### src/rtl/div_iter.sv
// rtl/div_iter.sv - iterative radix-2 restoring divider (DIV/DIVU), level start / ready handshake
// Optional build macro DIV_ZERO_FAST_EN: divide-by-zero bypasses the iteration loop.
module div_iter #(
    parameter int WIDTH = 32
) (
    input  logic               clk,
    input  logic               resetn,
    input  logic               div_sign,
    input  logic               div_start_i,
    input  logic [WIDTH-1:0]   div_op1,
    input  logic [WIDTH-1:0]   div_op2,
    output logic               div_ready,
    output logic [2*WIDTH-1:0] result
);
    localparam int CW = $clog2(WIDTH) + 1;

    typedef enum logic [1:0] {S_IDLE, S_CALC, S_SIGN, S_DONE} state_t;

    state_t           state;
    logic [WIDTH-1:0] dvd;
    logic [WIDTH-1:0] dvs;
    logic [WIDTH-1:0] rem;
    logic [CW-1:0]    count;
    logic             neg_q;
    logic             neg_r;

    logic             op1_neg;
    logic             op2_neg;
    logic [WIDTH-1:0] op1_abs;
    logic [WIDTH-1:0] op2_abs;
    logic [WIDTH:0]   rem_shift;
    logic [WIDTH-1:0] rem_sub;
    logic             q_bit;
    logic [WIDTH-1:0] quo_fix;
    logic [WIDTH-1:0] rem_fix;

    always_comb begin
        op1_neg   = div_sign & div_op1[WIDTH-1];
        op2_neg   = div_sign & div_op2[WIDTH-1];
        op1_abs   = op1_neg ? -div_op1 : div_op1;
        op2_abs   = op2_neg ? -div_op2 : div_op2;
        rem_shift = {rem, dvd[WIDTH-1]};
        q_bit     = (rem_shift >= {1'b0, dvs});
        // When q_bit is set the difference is below dvs, so WIDTH bits hold it.
        rem_sub   = rem_shift[WIDTH-1:0] - dvs;
        quo_fix   = neg_q ? -dvd : dvd;
        rem_fix   = neg_r ? -rem : rem;
    end

    // The dividend register doubles as the quotient: q bits enter at the LSB as dividend bits leave.
    always_ff @(posedge clk or negedge resetn) begin
        if (!resetn) begin
            state     <= S_IDLE;
            dvd       <= '0;
            dvs       <= '0;
            rem       <= '0;
            count     <= '0;
            neg_q     <= 1'b0;
            neg_r     <= 1'b0;
            div_ready <= 1'b0;
            result    <= '0;
        end else if (!div_start_i) begin
            state     <= S_IDLE;
            div_ready <= 1'b0;
        end else begin
            case (state)
                S_IDLE: begin
                    dvs   <= op2_abs;
                    neg_q <= op1_neg ^ op2_neg;
                    neg_r <= op1_neg;
                    count <= '0;
`ifdef DIV_ZERO_FAST_EN
                    if (div_op2 == '0) begin
                        dvd   <= '1;
                        rem   <= op1_abs;
                        state <= S_SIGN;
                    end else begin
                        dvd   <= op1_abs;
                        rem   <= '0;
                        state <= S_CALC;
                    end
`else
                    dvd   <= op1_abs;
                    rem   <= '0;
                    state <= S_CALC;
`endif
                end
                S_CALC: begin
                    rem   <= q_bit ? rem_sub : rem_shift[WIDTH-1:0];
                    dvd   <= {dvd[WIDTH-2:0], q_bit};
                    count <= count + 1'b1;
                    if (count == CW'(WIDTH - 1))
                        state <= S_SIGN;
                end
                S_SIGN: begin
                    result    <= {rem_fix, quo_fix};
                    div_ready <= 1'b1;
                    state     <= S_DONE;
                end
                default: begin
                    state <= S_DONE;
                end
            endcase
        end
    end
endmodule

### config.mk
export PLATFORM = sky130hd
export DESIGN_NAME = div_iter
export DESIGN_NICKNAME = d
export VERILOG_FILES = /design/src/rtl/div_iter.sv
export SDC_FILE = /design/constraint.sdc
export NUM_CORES = 1
export LEC_CHECK = 0
export ABC_CLOCK_PERIOD_IN_PS = 5000
export BUFFER_PORTS_ARGS = -buffer_cell sky130_fd_sc_hd__buf_2
export CAP_MARGIN = 30
export CORE_MARGIN = 3
export CORE_UTILIZATION = 48
export CTS_CLUSTER_SIZE = 24
export DETAILED_ROUTE_END_ITERATION = 8
export GPL_ROUTABILITY_DRIVEN = 0
export PLACE_DENSITY = 0.68
export SLEW_MARGIN = 20
export SYNTH_ARGS = -nofsm -noshare
export SYNTH_HDL_FRONTEND = slang
export SYNTH_SLANG_ARGS = --single-unit
### constraint.sdc
create_clock -name clk -period 5 [get_ports clk]
set_clock_uncertainty 0.15 [all_clocks]
set_input_delay 0.75 -clock clk [delete_from_list [all_inputs] [get_ports clk]]
set_output_delay 0.75 -clock clk [all_outputs]
set_load 0.005 [all_outputs]
==> results of run 1 <==
==> cell type report <==
| class | count | area [um2] | share of cell area, % |
|---|---|---|---|
| clock inverter | 13 | 166.4 | 1.331 |
| inverter | 54 | 202.7 | 1.622 |
| tap | 280 | 350.3 | 2.803 |
| clock buffer | 18 | 439.2 | 3.514 |
| sequential | 171 | 4279 | 34.23 |
| multi-input combinational | 1005 | 6280 | 50.24 |
| timing repair buffer | 143 | 782.0 | 6.256 |
==> sequential cells by signal (all words and copies together) (netlist names) <==
register   cells
result        64
dvd           32
dvs           32
rem           32
count          6
state          2
div_ready      1
neg_q          1
neg_r          1
==> power by group through the flow <==
stage / clock network [uW] / registers, uW / logic [uW]
after floorplan: 0 / 1780 / 1750
after global placement: 0 / 1870 / 2170
after detailed placement: 0 / 1880 / 2210
after CTS: 1390 / 1850 / 2230
after global routing: 1450 / 1890 / 2510
final: 1370 / 1850 / 2240
==> cells in the mapped netlist, types with 5 or more instances <==
master,instances,area share (%)
sky130_fd_sc_hd__ha_1,37,4.2
sky130_fd_sc_hd__a32oi_1,9,0.72
sky130_fd_sc_hd__nor3_1,24,1.1
sky130_fd_sc_hd__o21bai_1,6,0.41
sky130_fd_sc_hd__a21oi_1,68,3.1
sky130_fd_sc_hd__a41oi_1,5,0.40
sky130_fd_sc_hd__nand4_1,5,0.28
sky130_fd_sc_hd__and3_1,7,0.40
sky130_fd_sc_hd__o21ai_0,198,9.0
sky130_fd_sc_hd__o31ai_1,25,1.7
sky130_fd_sc_hd__or3_1,5,0.28
sky130_fd_sc_hd__and2_1,7,0.40
sky130_fd_sc_hd__mux2i_1,26,2.4
sky130_fd_sc_hd__nand3_1,18,0.82
sky130_fd_sc_hd__o41ai_1,14,1.1
sky130_fd_sc_hd__xor2_1,90,7.2
sky130_fd_sc_hd__nor4_1,11,0.63
sky130_fd_sc_hd__dfrtp_1,171,39
sky130_fd_sc_hd__xnor2_1,55,4.4
sky130_fd_sc_hd__nor2_1,65,2.2
sky130_fd_sc_hd__clkbuf_1,54,1.8
sky130_fd_sc_hd__nor2b_1,6,0.34
sky130_fd_sc_hd__a21o_1,28,1.9
sky130_fd_sc_hd__o22ai_1,9,0.51
sky130_fd_sc_hd__nand2_1,203,6.9
sky130_fd_sc_hd__or4_1,7,0.48
sky130_fd_sc_hd__o21ai_1,11,0.50
sky130_fd_sc_hd__nand2b_1,7,0.40
sky130_fd_sc_hd__inv_1,54,1.8
==> cell usage in the layout (no fill, tap or decap), types with 4 or more instances in the layout <==
master                        n
sky130_fd_sc_hd__a41oi_1      5
sky130_fd_sc_hd__nand2_1    202
sky130_fd_sc_hd__or3_1        5
sky130_fd_sc_hd__xor2_1      90
sky130_fd_sc_hd__o41ai_1     14
sky130_fd_sc_hd__dfrtp_1    171
sky130_fd_sc_hd__nor4_1      11
sky130_fd_sc_hd__or4_1        7
sky130_fd_sc_hd__o21ai_0    198
sky130_fd_sc_hd__clkbuf_16   17
sky130_fd_sc_hd__o31ai_2      4
sky130_fd_sc_hd__o22ai_1      9
sky130_fd_sc_hd__and3_1       7
sky130_fd_sc_hd__buf_4        8
sky130_fd_sc_hd__o31ai_1     25
sky130_fd_sc_hd__ha_1        37
sky130_fd_sc_hd__o21ai_1     11
sky130_fd_sc_hd__nor3_1      24
sky130_fd_sc_hd__mux2i_1     26
sky130_fd_sc_hd__a32oi_1      9
sky130_fd_sc_hd__o21bai_1     6
sky130_fd_sc_hd__nor2_1      64
sky130_fd_sc_hd__nand3_1     17
sky130_fd_sc_hd__a21o_1      28
sky130_fd_sc_hd__nand4_1      5
sky130_fd_sc_hd__a31oi_1      4
sky130_fd_sc_hd__buf_2      131
sky130_fd_sc_hd__a21oi_1     68
sky130_fd_sc_hd__nand2b_1     6
sky130_fd_sc_hd__or3_4        4
sky130_fd_sc_hd__and2_1       7
sky130_fd_sc_hd__inv_1       54
sky130_fd_sc_hd__nor2b_1      6
sky130_fd_sc_hd__xnor2_1     55
==> critical path: stages, from the launching register on <==
cell and delay, ns:
sky130_fd_sc_hd__dfrtp_1 0.44, sky130_fd_sc_hd__ha_1 0.41, sky130_fd_sc_hd__a2111o_1 0.46, sky130_fd_sc_hd__o211ai_1 0.26, sky130_fd_sc_hd__o221ai_1 0.33, sky130_fd_sc_hd__a21o_1 0.27
sky130_fd_sc_hd__o21ba_2 0.24, sky130_fd_sc_hd__nor2_4 0.42, sky130_fd_sc_hd__buf_4 0.31, sky130_fd_sc_hd__mux2i_1 0.19, sky130_fd_sc_hd__o21ai_0 0.09
==> metrics by stage <==
| step | total power [uW] | utilization (%) | hold slack, ns | setup WS, ns |
|---|---|---|---|---|
| after floorplan | 3528 | - | 0.2998 | 1.719 |
| after global placement | 4041 | 53.48 | 0.3058 | 1.338 |
| after detailed placement | 4087 | 53.57 | 0.3151 | 1.220 |
| after CTS | 5473 | 56.30 | 0.2160 | 1.275 |
| after global routing | 5852 | 56.40 | 0.2426 | 1.055 |
| final | 5457 | 56.40 | 0.1729 | 1.265 |
==> layer usage <==
layer	vias up	global-route usage, %
li1	4777	-
met1	4314	30.98
met2	248	35.26
met3	25	3.519
met4	0	5.000
met5	-	0
==> cells by family (layout without fill, tap and decap cells) <==
kind of cell	after synthesis	after routing	share of synthesized area, %
mux	27	27	2.467
simple gates	390	390	16.45
flops	171	171	38.88
compound gates	405	405	21.99
buf+inv	118	228	4.286
fa+ha+maj	38	38	4.388
xor+xnor	145	145	11.54
==> worst paths after layout <==
kind                                           to  slack (ns)  cells after the start
setup / recovery              rem[31]$_DFFE_PN0P_        1.27                     10
hold / removal             result[23]$_DFFE_PN0P_        0.17                      1
setup reg to reg              rem[31]$_DFFE_PN0P_        1.27                     10
max in group asynchronous     dvs[25]$_DFFE_PN0P_        3.59                      2
hold reg to reg            result[26]$_DFFE_PN0P_        0.32                      2
min in group clk           result[26]$_DFFE_PN0P_        0.32                      2
==> reports/qor.txt, run 1 <==
=================================================================================
Core region area                                                        22160 um2
Clock root buffer                                                    sky130_fd_sc_hd__clkbuf_16
Clock H-tree levels                                                             4
Category of the most critical setup path                             register to register
Final-layout fill cell count                                                 2056
Leakage                                                               0.005924 uW
TNS Setup                                                                    0 ns
Net switching fraction of the power                                        38.17%
Total count of max-transition violations in the final report                    0
Wl on met1                                                               12.50 mm
RSZ-0062 raised after global routing                                        false
Setup repair bufs after CTS                                                     0
Startpoint of the worst setup timing path                            rem[5]$_DFFE_PN0P_
Proportion of layout cells with a drive suffix above 1                     14.39%
Share of total power in the clock network                                   25.0%
Layout-stage area growth over the synthesis result                         13.57%
Slew at the pin closest to its max-slew limit                           0.9077 ns
Initial core utilization                                                   49.66%
TritonCTS clock tree                                                        built
Total of max-cap violations                                                     0
Cell variety after synth                                                       69
Switching pwr                                                             2083 uW
Peak supply drop                                                      0.0002065 V
Met2 Wirelength                                                          12.17 mm
Width of the chip                                                        157.4 um
Via-per-instance ratio                                                      5.561
First-pass GRT wire length                                               44.19 mm
Largest net degree at the start of global routing                              96
# setup viols final                                                             0
Number of synthesized flops with an enable pin                                  0
Part of the power in registers                                              34.0%
Global-route congestion overflow total                                          0
CP Data Required Time                                                     5.12 ns
Number of global-route vias before repair                                    8791
Number of I/O pins                                                            133
Highest clock rate                                                      267.8 MHz
Critical Path End Type                                                   register
Tightest Hold Check Type                                             input pin to async pin
Inserted Diodes                                                                 0
First DRT Iteration DRCs                                                      655
Slew margin rel.                                                           39.49%
Portion of the post-synthesis area used by sequential elements             38.88%
Row count                                                                      54
Die area                                                                24780 um2
Combinational cell fraction of total power                                  41.0%
Number of CTS-inserted buffers                                                 17
Share of synthesized registers carrying an async set or reset              100.0%
Die height                                                               157.4 um
Fin area                                                                12500 um2
Combined area of all synthesized cells                                  11010 um2
Register clock-pin slew on the reported worst setup and hold paths        0.07 ns
Gate count of the mapped netlist                                             1294
Number of port buffers                                                        132
Net Count, Synth                                                             1400
Critical path peak fanout                                                      15
Total global routing track utilization                                     21.81%
DRC violation count after routing                                               0
Antenna violations before repair                                                0
WL/cell                                                                  15.72 um
Hold violation total from the final report                                      0
CP Launch Type                                                           register
NumNets Final                                                                1498
Total number of clock tree sinks                                              171
Total of hold buffers inserted after clock tree synthesis                       0
Result of the run                                                    finished, final reports clean
Yosys warning total                                                             0
Synthesis-stage register bit count                                            171
Max clock buf depth                                                             2
Ratio of final minimum period to clock period                              74.69%
DRT antenna net count                                                           0
Reg2reg start                                                        rem[5]$_DFFE_PN0P_
Dpl hpwl                                                                 19.58 mm
Fin cells                                                                    1684
Via total after detailed routing                                             9364
Iteration count of the initial detailed-routing pass                            5
Top Layer Used                                                               met4
Per-instance average area after synthesis                               8.505 um2
Placed cells                                                                 1651
Endpoint arrival time on the critical path                                3.86 ns
Cts repair resizes                                                              0
Power per cell area                                                  436.5 nW/um2
Total met3 wirelength after detailed routing                             1.499 mm
Internal power component                                                  3374 uW
Post-placement cell area                                                11870 um2
Most frequently used flop master after synthesis                     sky130_fd_sc_hd__dfrtp_1
Final wirelength                                                         26.47 mm
Final critical path time including I/O delays and setup                  3.735 ns
Worst skew pair latency                                                   0.43 ns
=================================================================================
(Power assumes the default switching activity.)
==> inputs of run 2 (changes only) <==
--- a/config.mk
+++ b/config.mk
@@ -5,7 +5,7 @@
 export SDC_FILE = /design/constraint.sdc
 export NUM_CORES = 1
 export LEC_CHECK = 0
-export ABC_CLOCK_PERIOD_IN_PS = 5000
+export ABC_CLOCK_PERIOD_IN_PS = 3100
 export BUFFER_PORTS_ARGS = -buffer_cell sky130_fd_sc_hd__buf_2
 export CAP_MARGIN = 30
 export CORE_MARGIN = 3
@@ -13,7 +13,7 @@
 export CTS_CLUSTER_SIZE = 24
 export DETAILED_ROUTE_END_ITERATION = 8
 export GPL_ROUTABILITY_DRIVEN = 0
-export PLACE_DENSITY = 0.68
+export PLACE_DENSITY = 0.7
 export SLEW_MARGIN = 20
 export SYNTH_ARGS = -nofsm -noshare
 export SYNTH_HDL_FRONTEND = slang
==> constraint.sdc (replaced) <==
create_clock -name clk -period 3.1 [get_ports clk]
set_clock_uncertainty 0.15 [all_clocks]
set_input_delay 0.465 -clock clk [delete_from_list [all_inputs] [get_ports clk]]
set_output_delay 0.465 -clock clk [all_outputs]
set_load 0.005 [all_outputs]
==> reports/qor.txt, run 2 (synthesized netlist as in run 1, its figures left out) <==
=================================================================================
Highest clock rate                                                      316.1 MHz
Post-placement cell area                                                12560 um2
Row count                                                                      54
Core region area                                                        22160 um2
Max FFs per register                                                           64
Proportion of layout cells with a drive suffix above 1                     23.48%
First DRT Iteration DRCs                                                      600
Slowest cell on the critical path                                    sky130_fd_sc_hd__or4_4
Ordered cell list for the critical path                              or3_4, or3_4, or3_4, or3_4, or4_4, nand2b_4, buf_4, nand2_2, xor2_1, o21ai_1
First-pass GRT wire length                                               46.69 mm
Smallest hold slack                                                     0.1948 ns
RSZ-0062 raised after global routing                                         true
Register clock-pin slew on the reported worst setup and hold paths        0.07 ns
Ratio of final minimum period to clock period                              102.1%
Tightest Hold Check Type                                             input pin to register
Most common cell after layout, fill and taps aside                   sky130_fd_sc_hd__nand2_1
# setup viols final                                                             8
Stages on worst setup path                                                     10
Final critical path time including I/O delays and setup                  3.164 ns
NumNets Final                                                                1611
Layout-stage area growth over the synthesis result                         24.97%
Endpoint arrival time on the critical path                                3.31 ns
Via total after detailed routing                                            10008
Category of the most critical setup path                             register to register
Total number of clock tree sinks                                              171
Total of max-cap violations                                                     0
WL/cell                                                                  16.19 um
Clock H-tree levels                                                             4
R2r worst-path depth                                                           10
HP Start                                                              div_start_i
Hold violation total from the final report                                      0
Final wirelength                                                         29.07 mm
Worst skew pair latency                                                   0.43 ns
Worst setup slack after layout                                        -0.06374 ns
Kind of cell adding the most delay to the critical path              simple AND/OR/NAND/NOR gates
Largest reg by FF count                                                    result
Iteration count of the initial detailed-routing pass                            8
Reg2Reg Capture Point                                                result[59]$_DFFE_PN0P_
Number of I/O pins                                                            133
Width of the chip                                                        157.4 um
Count of cells along the worst hold path                                        3
Violated checks                                                      setup timing
Max clock buf depth                                                             2
TritonCTS clock tree                                                        built
Register-to-register setup slack                                         -0.06 ns
Global-route congestion overflow total                                          0
Commonest cells after routing, fill and taps aside                   sky130_fd_sc_hd__nand2_1 (199), sky130_fd_sc_hd__o21ai_0 (177), sky130_fd_sc_hd__dfrtp_1 (168), sky130_fd_sc_hd__buf_2 (131), sky130_fd_sc_hd__buf_4 (107)
Result of the run                                                    complete, but fails checks
End of the worst hold path                                           div_ready$_DFFE_PN0P_
Fin area                                                                13750 um2
Largest net degree at the start of global routing                              66
Final-layout fill cell count                                                 1923
Antenna violations before repair                                                0
Slew margin rel.                                                           37.52%
Die height                                                               157.4 um
Total global routing track utilization                                     23.21%
Dpl hpwl                                                                 20.94 mm
Slowest Stage Delay on Critical Path                                      0.44 ns
Clock root buffer                                                    sky130_fd_sc_hd__clkbuf_16
Total count of max-transition violations in the final report                    0
Number of port buffers                                                        132
DRT antenna net count                                                           0
Die area                                                                24780 um2
Inserted Diodes                                                                 0
Top cell by count, worst path                                        sky130_fd_sc_hd__or3_4
Buffers plus inverters on the worst setup path                                  1
Slew at the pin closest to its max-slew limit                           0.9349 ns
Number of CTS-inserted buffers                                                 17
CP Data Required Time                                                     3.25 ns
Via-per-instance ratio                                                      5.572
Leakage                                                               0.006516 uW
Initial core utilization                                                   49.66%
DRC violation count after routing                                               0
Reg2reg start                                                        rem[5]$_DFFE_PN0P_
Number of global-route vias before repair                                    9489
CP Launch Type                                                           register
Critical Path End Type                                                   register
Seq. cell area                                                           4283 um2
Area of the multi-input gates                                            6589 um2
Peak supply drop                                                      0.0003588 V
Power per cell area                                                  737.4 nW/um2
Critical path peak fanout                                                       3
=================================================================================
## run 2: worst max path at each step
stage                       startpoint                     end  slack, ns
detailed placement  rem[5]$_DFFE_PN0P_  result[60]$_DFFE_PN0P_      -0.15
global route        dvs[1]$_DFFE_PN0P_     rem[11]$_DFFE_PN0P_      -0.17
CTS                 rem[5]$_DFFE_PN0P_  result[63]$_DFFE_PN0P_      -0.06
finish              rem[5]$_DFFE_PN0P_  result[59]$_DFFE_PN0P_      -0.06
global placement    rem[5]$_DFFE_PN0P_  result[62]$_DFFE_PN0P_      -0.07
floorplan           rem[5]$_DFFE_PN0P_  result[61]$_DFFE_PN0P_      -0.03
## run 2: worst min-delay path, stage by stage
cell                      delay (ns)
sky130_fd_sc_hd__buf_2          0.16
sky130_fd_sc_hd__nand2_1        0.07
sky130_fd_sc_hd__nand2_1        0.05
## run 2: power by group
part / switching [uW] / internal, uW
Sequential: 368 / 2540
Combinational: 2590 / 2550
Clock: 896 / 1200
## run 2: cell type report
cell class,count,share of cell area (%)
clock inverter,11,0.8916
inverter,54,1.474
sequential,171,31.14
multi-input combinational,1005,47.91
timing repair buffer,256,12.82
clock buffer,19,3.221
tap,280,2.547
## run 2: timing repair
action / CTS / global route
setup endpoints to repair: 21 / 50
hold endpoints to repair: 49 / 0
resized for setup: 45 / 43
gates cloned: 3 / 1
pin swaps: 16 / 18
hold buffers: 1 / 0
setup buffers: 14 / 10
## run 2: per-stage QoR
stage | worst slack [ns] | total power (uW) | setup TNS, ns | utilization, % | instances
global placement | -0.07429 | 7023 | -0.4329 | 56.67 | 1739
CTS | -0.05983 | 9796 | -0.2252 | 61.07 | 1787
global route | -0.1715 | 10750 | -2.983 | 62.06 | 1796
detailed placement | -0.1507 | 7120 | -1.031 | 56.67 | 1739
finish | -0.06374 | 10140 | -0.3410 | 62.06 | 1796
floorplan | -0.03359 | 5716 | -0.1134 | - | 1294
## run 2: per-layer routing
| layer | track usage, % | wire length [um] |
|---|---|---|
| met4 | 7.190 | 662 |
| met2 | 38.82 | 13830 |
| met5 | 0 | 0 |
| met3 | 3.299 | 1494 |
| met1 | 31.35 | 13080 |
==> inputs of run 3 (changes only) <==
--- a/config.mk
+++ b/config.mk
@@ -8,8 +8,10 @@
 export ABC_CLOCK_PERIOD_IN_PS = 3100
 export BUFFER_PORTS_ARGS = -buffer_cell sky130_fd_sc_hd__buf_2
 export CAP_MARGIN = 30
+export CORE_ASPECT_RATIO = 1.2
 export CORE_MARGIN = 3
 export CORE_UTILIZATION = 48
+export CTS_CLUSTER_DIAMETER = 60
 export CTS_CLUSTER_SIZE = 24
 export DETAILED_ROUTE_END_ITERATION = 8
 export GPL_ROUTABILITY_DRIVEN = 0
==> reports/qor.txt, run 3 (synthesized netlist as in run 1, its figures left out) <==
=================================================================================
Total of max-cap violations                                                     0
Ratio of final minimum period to clock period                              103.4%
Max clock buf depth                                                             2
Via-per-instance ratio                                                      5.540
Critical path peak fanout                                                       3
Number of port buffers                                                        132
Worst skew pair latency                                                   0.43 ns
Total number of clock tree sinks                                              171
Total global routing track utilization                                     22.73%
Violated checks                                                      setup timing
Proportion of layout cells with a drive suffix above 1                     21.01%
CP Data Required Time                                                     3.25 ns
Layout-stage area growth over the synthesis result                         21.32%
Clock root buffer                                                    sky130_fd_sc_hd__clkbuf_16
Worst setup timing slack at the placement stage                        -0.1222 ns
# setup viols final                                                             8
Leakage                                                               0.006397 uW
HP Start                                                               div_op2[0]
Die height                                                               171.9 um
Top cell by count, worst path                                        sky130_fd_sc_hd__or3_4
Commonest cells after routing, fill and taps aside                   sky130_fd_sc_hd__nand2_1 (201), sky130_fd_sc_hd__o21ai_0 (171), sky130_fd_sc_hd__dfrtp_1 (171), sky130_fd_sc_hd__buf_2 (131), sky130_fd_sc_hd__buf_4 (96)
Max FFs per register                                                           64
Antenna violations before repair                                                0
CP Launch Type                                                           register
Width of the chip                                                        144.2 um
Number of I/O pins                                                            133
Category of the most critical setup path                             register to register
R2r worst-path depth                                                            9
Slowest cell on the critical path                                    sky130_fd_sc_hd__or4_4
Register clock-pin slew on the reported worst setup and hold paths        0.07 ns
Inserted Diodes                                                                 0
Iteration count of the initial detailed-routing pass                            5
Endpoint arrival time on the critical path                                3.36 ns
Slew at the pin closest to its max-slew limit                           0.9211 ns
RSZ-0062 raised after global routing                                         true
Largest reg by FF count                                                    result
Dpl hpwl                                                                 20.93 mm
Most common cell after layout, fill and taps aside                   sky130_fd_sc_hd__nand2_1
Count of cells along the worst hold path                                        3
TritonCTS clock tree                                                        built
Row count                                                                      60
Slew margin rel.                                                           38.45%
DRC violation count after routing                                               0
Tightest Hold Check Type                                             input pin to register
Number of global-route vias before repair                                    9424
Final wirelength                                                         27.97 mm
Final-layout fill cell count                                                 2024
Number of CTS-inserted buffers                                                 17
NumNets Final                                                                1593
First DRT Iteration DRCs                                                      499
TNS Setup                                                              -0.2429 ns
Worst setup slack after layout                                         -0.1067 ns
WL/cell                                                                  15.73 um
Final critical path time including I/O delays and setup                  3.207 ns
Highest clock rate                                                      311.9 MHz
Initial core utilization                                                   48.87%
Startpoint of the worst setup timing path                            rem[5]$_DFFE_PN0P_
Ordered cell list for the critical path                              or3_4, or3_4, or3_4, or3_4, or4_4, nand2b_4, o31ai_4, xor2_1, o21ai_1
Result of the run                                                    complete, but fails checks
Via total after detailed routing                                             9850
Largest net degree at the start of global routing                              81
Core region area                                                        22520 um2
Total count of max-transition violations in the final report                    0
Global-route congestion overflow total                                          0
Peak supply drop                                                      0.0003831 V
Reg2reg start                                                        rem[5]$_DFFE_PN0P_
Slowest Stage Delay on Critical Path                                      0.46 ns
Clock H-tree levels                                                             4
Smallest hold slack                                                     0.1963 ns
Die area                                                                24790 um2
Critical Path End Type                                                   register
Overall power consumption                                                 9487 uW
Hold violation total from the final report                                      0
First-pass GRT wire length                                               46.13 mm
Power per cell area                                                  710.5 nW/um2
DRT antenna net count                                                           0
=================================================================================
-- run 3: cell types whose count changed in the layout (fill, tap and decap cells not counted), sizes merged --
cell	before	now
clkbuf	20	17
clkinv	4	2
inv	55	60
bufinv	2	1
clkinvlp	4	5
buf	254	237
-- run 3: area by class of cell --
type,instances,area (um2),share of cell area [%]
Timing Repair Buffer,238,1546,11.58
Tap cell,279,349.1,2.615
Multi-Input combinational cell,1005,6411,48.02
Clock inverter,14,137.6,1.031
Clock buffer,17,425.4,3.186
Sequential cell,171,4279,32.05
Inverter,54,202.7,1.518
-- run 3: worst max-delay path: cells and delay by family, from the launching register on --
kind,cells,cell delay (ns)
flip-flops,1,0.39
AO/OA/AOI/OAI,2,0.31
XOR/XNOR,1,0.16
AND/OR/NAND/NOR,6,2.06
-- run 3: layer usage --
metal | vias up | GRT usage (%) | share of wire (%)
met5 | - | 0 | 0
met4 | 0 | 6.045 | 1.8
met3 | 33 | 3.181 | 5.3
met2 | 292 | 38.92 | 49
met1 | 4583 | 30.36 | 44
li1 | 4942 | - | -
-- run 3: timing repair --
action	4_1_cts	5_1_grt
hold endpoints to repair	65	0
setup buffers	5	4
hold buffers	1	0
endpoints found under the setup margin	22	42
gates resized for setup	19	34
pin swaps	10	5
cloned	0	0
-- run 3: final timing paths --
path | to | slack [ns]
max in group asynchronous | rem[28]$_DFFE_PN0P_ | 1.63
min reg2reg | result[19]$_DFFE_PN0P_ | 0.32
min | dvs[0]$_DFFE_PN0P_ | 0.20
max | result[61]$_DFFE_PN0P_ | -0.11
min in group asynchronous | result[25]$_DFFE_PN0P_ | 0.44
max reg2reg | result[61]$_DFFE_PN0P_ | -0.11
-- run 3: per-stage QoR --
step	util, %	instance area (um2)	std cells
after floorplan	-	11030	1294
after global placement	55.81	12570	1736
after detailed placement	55.81	12570	1736
after CTS	58.82	13250	1773
after global routing	59.28	13350	1778
final	59.28	13350	1778
-- run 3: where the power goes --
part / total, uW / switching [uW] / leakage, uW / internal [uW]
clock: 2060 / 941 / 0.000260 / 1120
sequential: 2880 / 344 / 0.00225 / 2540
combinational: 4540 / 2370 / 0.00389 / 2170
